<file path="config.mk">
export PLATFORM = sky130hd
export DESIGN_NAME = framebuffer_writer
export DESIGN_NICKNAME = d
export VERILOG_FILES = /design/src/rtl/framebuffer_writer.sv
export SDC_FILE = /design/constraint.sdc
export NUM_CORES = 1
export LEC_CHECK = 0
export BUFFER_PORTS_ARGS = -buffer_cell sky130_fd_sc_hd__buf_2
export CAP_MARGIN = 20
export CELL_PAD_IN_SITES_DETAIL_PLACEMENT = 0
export CELL_PAD_IN_SITES_GLOBAL_PLACEMENT = 2
export CORE_AREA = 3 3 261 263
export CTS_CLUSTER_SIZE = 10
export DETAILED_ROUTE_END_ITERATION = 7
export DIE_AREA = 0 0 264 266
export GPL_TIMING_DRIVEN = 0
export MAX_ROUTING_LAYER = met4
export PLACE_DENSITY = 0.76
export SYNTH_ARGS = -nofsm -noshare
export SYNTH_HDL_FRONTEND = slang
export SYNTH_SLANG_ARGS = --single-unit
</file>
<file path="constraint.sdc">
create_clock -name i_clk -period 5.5 [get_ports i_clk]
set_input_delay 0.55 -clock i_clk [delete_from_list [all_inputs] [get_ports i_clk]]
set_output_delay 0.55 -clock i_clk [all_outputs]
set_load 0.03 [all_outputs]
</file>
<file path="src/rtl/framebuffer_writer.sv">
// framebuffer_writer
// Terminal stage of the raster pixel stream. Clips incoming pixels to the
// framebuffer, packs colour to RGB565, forms the linear word address, buffers
// results in a FIFO and drains them to the memory port through a
// first-word-fall-through output register. An almost-full stall is raised
// early enough to absorb the pixels already in flight in the raster pipeline.

module framebuffer_writer #(
  parameter int FB_WIDTH     = 640,
  parameter int FB_HEIGHT    = 480,
  parameter int ADDR_W       = 20,
  parameter int FIFO_DEPTH   = 16,
  parameter int STALL_MARGIN = 4
) (
  input  logic               i_clk,
  input  logic               i_reset_n,
  input  logic               i_write_pixel,
  input  logic signed [15:0] i_x,
  input  logic signed [15:0] i_y,
  input  logic [7:0]         i_r,
  input  logic [7:0]         i_g,
  input  logic [7:0]         i_b,
  input  logic [ADDR_W-1:0]  i_fb_base,
  input  logic               i_clear_stats,
  output logic               o_stall,
  output logic               o_mem_valid,
  output logic [ADDR_W-1:0]  o_mem_addr,
  output logic [15:0]        o_mem_data,
  input  logic               i_mem_ready,
  output logic               o_overflow,
  output logic [31:0]        o_pixel_count,
  output logic [31:0]        o_clip_count
);

  localparam int PTR_W   = $clog2(FIFO_DEPTH);
  localparam int CNT_W   = PTR_W + 1;
  localparam int ENTRY_W = ADDR_W + 16;

  localparam logic [CNT_W-1:0] DEPTH_C  = CNT_W'(FIFO_DEPTH);
  localparam logic [CNT_W-1:0] STALL_AT = CNT_W'(FIFO_DEPTH - STALL_MARGIN);

  // Clip and address arithmetic are done on sign-extended coordinates so
  // negative positions compare correctly against the framebuffer bounds.
  logic signed [31:0] x_s;
  logic signed [31:0] y_s;
  logic               in_range;
  logic [ADDR_W-1:0]  addr_calc;
  logic [15:0]        data_calc;

  // The low colour bits are deliberately thrown away by RGB565 packing.
  logic unused_colour_lsbs;

  // Stage-1 pipeline register (clipped, packed, addressed pixel).
  logic              s1_valid;
  logic [ADDR_W-1:0] s1_addr;
  logic [15:0]       s1_data;

  // FIFO storage and bookkeeping.
  logic [ENTRY_W-1:0] fifo_mem [FIFO_DEPTH];
  logic [PTR_W-1:0]   wr_ptr;
  logic [PTR_W-1:0]   rd_ptr;
  logic [CNT_W-1:0]   fifo_count;
  logic [CNT_W-1:0]   count_next;
  logic [ENTRY_W-1:0] fifo_head;

  // Handshake and flow-control decisions for the current cycle.
  logic out_free;
  logic fifo_empty;
  logic fifo_full;
  logic fifo_pop;
  logic fifo_push;
  logic bypass;
  logic drop;
  logic transfer;

  assign x_s = i_x;
  assign y_s = i_y;

  assign in_range = (x_s >= 0) && (x_s < FB_WIDTH) &&
                    (y_s >= 0) && (y_s < FB_HEIGHT);

  assign addr_calc = i_fb_base + ADDR_W'(y_s * FB_WIDTH + x_s);
  assign data_calc = {i_r[7:3], i_g[7:2], i_b[7:3]};

  assign unused_colour_lsbs = ^{i_r[2:0], i_g[1:0], i_b[2:0]};

  assign fifo_head  = fifo_mem[rd_ptr];
  assign fifo_empty = (fifo_count == '0);
  assign fifo_full  = (fifo_count == DEPTH_C);

  // The output register can take a new entry when it is empty or when its
  // current entry is leaving this cycle.
  assign out_free = !o_mem_valid || i_mem_ready;
  assign transfer = o_mem_valid && i_mem_ready;

  // The FIFO head always has priority for the output register so ordering
  // is kept; a stage-1 pixel only skips the FIFO when the FIFO is empty.
  assign fifo_pop  = out_free && !fifo_empty;
  assign bypass    = out_free && fifo_empty && s1_valid;
  assign fifo_push = s1_valid && !bypass && (!fifo_full || fifo_pop);
  assign drop      = s1_valid && !bypass && fifo_full && !fifo_pop;

  // Next FIFO occupancy, used both for the count register and the stall flag.
  always_comb begin
    count_next = fifo_count;
    if (fifo_push && !fifo_pop) begin
      count_next = fifo_count + CNT_W'(1);
    end else if (fifo_pop && !fifo_push) begin
      count_next = fifo_count - CNT_W'(1);
    end
  end

  // Stage 1: register clip result, packed colour and address of each pixel.
  always_ff @(posedge i_clk or negedge i_reset_n) begin
    if (!i_reset_n) begin
      s1_valid <= 1'b0;
      s1_addr  <= '0;
      s1_data  <= '0;
    end else begin
      s1_valid <= i_write_pixel && in_range;
      if (i_write_pixel && in_range) begin
        s1_addr <= addr_calc;
        s1_data <= data_calc;
      end
    end
  end

  // FIFO storage: written on push, contents need no reset.
  always_ff @(posedge i_clk) begin
    if (fifo_push) begin
      fifo_mem[wr_ptr] <= {s1_addr, s1_data};
    end
  end

  // FIFO pointers and occupancy; power-of-two depth lets pointers wrap freely.
  always_ff @(posedge i_clk or negedge i_reset_n) begin
    if (!i_reset_n) begin
      wr_ptr     <= '0;
      rd_ptr     <= '0;
      fifo_count <= '0;
    end else begin
      if (fifo_push) begin
        wr_ptr <= wr_ptr + PTR_W'(1);
      end
      if (fifo_pop) begin
        rd_ptr <= rd_ptr + PTR_W'(1);
      end
      fifo_count <= count_next;
    end
  end

  // Output register: reloads from the FIFO head (or directly from stage 1
  // when the FIFO is empty) on the same edge that a transfer completes.
  always_ff @(posedge i_clk or negedge i_reset_n) begin
    if (!i_reset_n) begin
      o_mem_valid <= 1'b0;
      o_mem_addr  <= '0;
      o_mem_data  <= '0;
    end else if (out_free) begin
      if (fifo_pop) begin
        o_mem_valid <= 1'b1;
        o_mem_addr  <= fifo_head[ENTRY_W-1:16];
        o_mem_data  <= fifo_head[15:0];
      end else if (bypass) begin
        o_mem_valid <= 1'b1;
        o_mem_addr  <= s1_addr;
        o_mem_data  <= s1_data;
      end else begin
        o_mem_valid <= 1'b0;
      end
    end
  end

  // Stall tracks FIFO occupancy after this edge, excluding the output register.
  always_ff @(posedge i_clk or negedge i_reset_n) begin
    if (!i_reset_n) begin
      o_stall <= 1'b0;
    end else begin
      o_stall <= (count_next >= STALL_AT);
    end
  end

  // Statistics: clear wins over any increment in the same cycle.
  always_ff @(posedge i_clk or negedge i_reset_n) begin
    if (!i_reset_n) begin
      o_pixel_count <= '0;
      o_clip_count  <= '0;
      o_overflow    <= 1'b0;
    end else if (i_clear_stats) begin
      o_pixel_count <= '0;
      o_clip_count  <= '0;
      o_overflow    <= 1'b0;
    end else begin
      if (transfer) begin
        o_pixel_count <= o_pixel_count + 32'd1;
      end
      if (i_write_pixel && !in_range) begin
        o_clip_count <= o_clip_count + 32'd1;
      end
      if (drop) begin
        o_overflow <= 1'b1;
      end
    end
  end

endmodule

</file>
### Word level (Yosys, flattened, before mapping)

Memory sizes are Yosys's and may differ from the RTL's.
Cells that the tools add are included.

* bits in registers: 153
* RAM bits: 576
* input port bits: 81
* word-level logic and storage cells: 75
* memories kept: 1

Memories
* fifo_mem: words 16, width 36, read ports 1, clocked after memory_dff 0, wr ports 1, RTL line 59 `logic [ENTRY_W-1:0] fifo_mem [FIFO_DEPTH];`

* $add $sub $neg: 8
* multipliers: 1
* $lt $le $gt $ge: 5
* eq/ne operators: 1
* multiplexer cells: 16
* reduce and logical (&&, ||, !) cells: 30

Operator list (number)
* 32-bit two-way mux: 4
* 32-bit by 1-bit adder with 32-bit output, second input constant: 2
* 20-bit two-way mux: 2
* 16-bit by 1-bit >= comparator with 1-bit output, second input constant: 2
* 16-bit two-way mux: 2
* 20-bit by 16-bit adder with 20-bit output: 1
* 20-bit adder: 1
* 16-bit by 10-bit less-than comparator with 1-bit output, second input constant: 1
* 16-bit by 11-bit less-than comparator with 1-bit output, second input constant: 1
* 16-bit by 4-bit multiplier with 13-bit output, second input constant: 1
* 1-bit logical AND: 15
* 5-bit two-way mux: 2
* 4-bit by 1-bit adder with 4-bit output, second input constant: 2
* 2-bit nonzero test: 4
* 1-bit logical NOT: 7
* 1-bit two-way mux: 6
* 5-bit by 1-bit adder with 5-bit output, second input constant: 1
* 5-bit == test, second input constant: 1
* 5-bit by 4-bit >= comparator with 1-bit output, second input constant: 1
* 5-bit logical NOT: 1
* 5-bit by 1-bit subtractor with 5-bit output, second input constant: 1
* 1-bit logical OR: 2
* 2-bit AND reduction: 1

### Logic depth before layout (Yosys ltp)

* word-level depth: 12
* gate-level depth with buffers: 19
* mapped depth without buffers: 19

### Worst setup path after synthesis

Ideal clock, no wire load.

* kind: register -> register
* from: register o_mem_valid
* to: memory fifo_mem[3][0] (netlist name) (enable)
* setup time: 0.474 ns
* data arrival time: 3.892 ns
* required time: 5.026 ns
* path slack: 1.135 ns
* cell stages (with the launch flop): 6
* path buffers: 0
* period minus slack after synthesis: 4.365 ns
* cells stage by stage: dfrtp_1 > and2b_1 > xnor2_1 > a21boi_2 > nand2_1 > nor3_1

* word-level cells in the longest chain between the ends: 9
* elaborated cells on any way between the ends: 11

RTL lines
* start, declared: RTL line 26 `output logic o_mem_valid,`
* start signal, assigned: RTL line 156 `o_mem_valid <= 1'b0;`
* start signal, assigned: RTL line 161 `o_mem_valid <= 1'b1;`
* start signal, assigned: RTL line 165 `o_mem_valid <= 1'b1;`
* 1-bit logical NOT (*): RTL line 93 `assign out_free = !o_mem_valid || i_mem_ready;`
* 1-bit logical OR (*): RTL line 93
* 1-bit logical AND (2 in series): RTL line 99 `assign bypass = out_free && fifo_empty && s1_valid;`
* 1-bit logical NOT: RTL line 100 `assign fifo_push = s1_valid && !bypass && (!fifo_full || fifo_pop);`
* 1-bit logical AND: RTL line 100
* 1-bit logical AND (*): RTL line 100
* 1-bit two-way mux (*): RTL line 130 `if (fifo_push) begin`
* 1-bit two-way mux (implied by the code) (*): RTL line 131 `fifo_mem[wr_ptr] <= {s1_addr, s1_data};`
* end, declared: RTL line 59

Every way passes the cells marked *; elsewhere a longest branch is shown, timed or not.

### Worst setup path in the final report

* from: input port i_y[1]
* to: register s1_addr[19]

* word-level cells in the longest chain between the ends: 4
* elaborated cells on any way between the ends: 8

RTL lines
* start, declared: RTL line 19 `input logic signed [15:0] i_y,`
* branches (longest 4 deep; another with 20-bit by 16-bit adder with 20-bit output)
* end signal, assigned: RTL line 122 `s1_addr <= addr_calc;`
* end, declared: RTL line 55 `logic [ADDR_W-1:0] s1_addr;`

Parallel ways; which one is timed is not known.
A chain may end at the register's enable or synchronous reset.

==> impl_results.md <==
- Status: finished clean
- Sink Count: between 700 and 800
- Overall routed net length: around 74000 µm
- Commonest non-fill, non-tap cells in the layout: edfxtp_1, buf_2, mux4_2, dfrtp_1, nand2_1
- Leading area contributor after synthesis: edfxtp_1
- Final setup violation count: 0
- Post-CTS Setup Bufs: 0
- WL per Instance: 24.9 µm
- Power Total: 14.4 mW
- Pwr Density: 402 nW/µm²
- CP Cell Sequence: buf_2 > ha_1 > ha_1 > inv_1 > fa_1 > nor2b_1 > o21ai_0 > a21boi_0 > o21ai_0 > nand2b_1 > xnor2_1 > fa_1 > inv_1 > ha_1 > a21o_1 > a21oi_1 > nor2b_1 > a211oi_1 > xnor3_1 > o21ai_1
- Syn Area/Cell: 17.5 µm²
- Worst clock skew: 0.0239 ns
- Maximum operating frequency: around 260 MHz
- Total track usage: 0.221
- CTS root buf: clkbuf_16
- Hold Path Class: in2reg
- Seq/Total Area, Yosys: 0.696
- CP max FO: 6
- Largest cells by area after synthesis: edfxtp_1, mux4_2, dfrtp_1
- Commonest non-fill, non-tap cell in the layout: edfxtp_1
- Max Buffers Root-to-Sink: 3
- Final setup margin: 1.61 ns
- Nets: 2189
- Hold_ws: 0.123 ns
- Main flop type after synthesis: edfxtp_1
- CTS H-tree depth: 3
- DIE AREA: 70200 µm²
- Initial antenna violation count: 2
- Largest net degree at the start of global routing: 89
- Peak supply drop: 226 µV
- WS Path Type: in2reg
- Post-synth EDFFs: 576
- Synth Cell Area: a little over 30000 µm²
- Syn Inst Count: 1734
- Pleak: ~15 nW
- DR vias: 16500
- Fin. max-slew vios: 0
- Detailed Place HPWL: 49000 µm
- Compound-gate portion of the synthesized area: 0.0314
- DP Worst Slack: ~0.96 ns
- Initial core utilization: 0.461
- Total clock buffers created by CTS: 85
- Mux cell area share after synthesis: 0.148
- Synth Area in XOR/XNOR: 0.0253
- Crit. End Element: register
- Arrival @ worst endpoint: about 4.4 ns
- R2R setup slack: 2.19 ns
- Maxcap violations: 0
- Core Region: 65900 µm²
- RSZ-0062 raised after global routing: false
- Fin crit share: 0.707
- Max stage delay on crit path: 0.49 ns
- Fraction of layout cells with a size suffix above 1: 0.257
- Total gr overflow: 0
- Startpoint types: input pin
- Setup TNS Final: 0 ns
- Worst-margin pin slew: 1.12 ns
- Synthesized Nets: 1882
- Synth unique cells: 56
- Initial drt markers: 1166
- PortBufs: between 150 and 200
- CTS tree: done
- Slowest library cell on the worst path: fa_1
- Synth Register Bits: 729
- Vias in the first global route: about 18000
- # IOs: 184
- CTS clock-pin slew for the worst setup and hold paths: approximately 0.050 ns
- Simple-gate share of the synthesized area: 0.0538
- Vias/cell: between 5 and 6
- Largest family of logic cells by synthesized area: multiplexers
- Slew Limit Headroom: 0.256
- Synth top area share: 0.569
- Initial DRT Pass Iterations: 5
- Placer Congestion: 0.803
- Post-Synth Adder-Cell Area: 0.0311
- Async SR Flop Fraction: 0.210
- Chip Width: 264 µm
- Global-route wire length before repair: approximately 110000 µm
- Final hold viol count: 0
- DRC errors left: 0
- DP Area: 33100 µm²
- Antenna-violating nets left: 0
- Design Area, Final: 35800 µm²
- P&R area growth vs syn: 17.7%
- CP Data Required Time: 6.03 ns
- Most used cell, CP: ha_1
- Min Tclk post-route: 3.89 ns
- # rows: 94
- YS warnings: 0
- Die H: roughly 270 µm
- Worst skew pair latency: around 0.63 ns
repair_timing:
action | CTS | global route
gates resized for setup | 0 | 0
hold buffers | 1 | 0
endpoints found under the hold margin | 65 | 0
endpoints found under the setup margin | 0 | 0
metal layers:
metal	track usage	routed length (µm)
met1	0.286	30700
met3	0.0391	3810
met5	-	0
met2	0.362	37300
met4	0.0665	2120
cell type report:
class	count	area, µm²
repair buffers	220	1640
well taps	864	1080
inverters	37	139
clock buffers	145	2400
plain buffers	74	302
fillers	5284	30100
clock inverters	10	149
multi-input cells	894	8920
flip-flops and latches	729	21100
diodes	1	2.50
cells in the mapped netlist (all sizes together) (39+ instances only):
library cell,n
ha,53
xnor2,39
xor2,46
o21ai,81
dfrtp,153
nand2,139
mux4,174
clkbuf,53
mux2i,42
nor2,85
a21oi,41
edfxtp,576
power breakdown:
group	internal [mW]	leakage [nW]	switching, mW
combinational	1.18	4.66	1.87
clock	3.02	1.22	2.16
sequential	6.04	8.65	0.125
final timing paths:
kind / startpoint / end / cells past startpoint
setup / recovery: i_y[1] / s1_addr[19]$_DFFE_PN0P_ / 20
hold / removal: i_g[4] / s1_data[7]$_DFFE_PN0P_ / 3
setup reg to reg: rd_ptr[1]$_DFFE_PN0P_ / o_mem_data[14]$_DFFE_PN0P_ / 7
hold reg to reg: o_overflow$_DFFE_PN0P_ / o_overflow$_DFFE_PN0P_ / 2
max in group asynchronous: i_reset_n / o_pixel_count[29]$_DFFE_PN0P_ / 3
min in group asynchronous: i_reset_n / o_mem_data[13]$_DFFE_PN0P_ / 2
state kept, by name (all words and copies together), names as in the netlist:
signal,cells
fifo_mem,576
o_clip_count,32
o_pixel_count,32
o_mem_addr,20
s1_addr,20
o_mem_data,16
s1_data,16
fifo_count,5
rd_ptr,4
wr_ptr,4
o_mem_valid,1
o_overflow,1
o_stall,1
s1_valid,1
worst max-delay path: cells and delay by family:
family          cells  cell delay, ns
fa+ha+maj           5            1.70
buf+inv             3            0.22
compound gates      7            1.10
xor+xnor            2            0.53
simple gates        3            0.32
per-stage QoR:
stage                     utilization  std cells
after floorplan                     -       1734
after global placement          0.491       2772
after detailed placement        0.503       2811
after CTS                       0.542       2967
after global routing            0.543       2974
final                           0.543       2974
kinds of logic after synthesis:
family,count (synthesis)
flops,729
simple gates,348
mux,231
compound gates,162
buf+inv,111
xor+xnor,86
fa+ha+maj,67
Power figures use the tool's default switching activity.
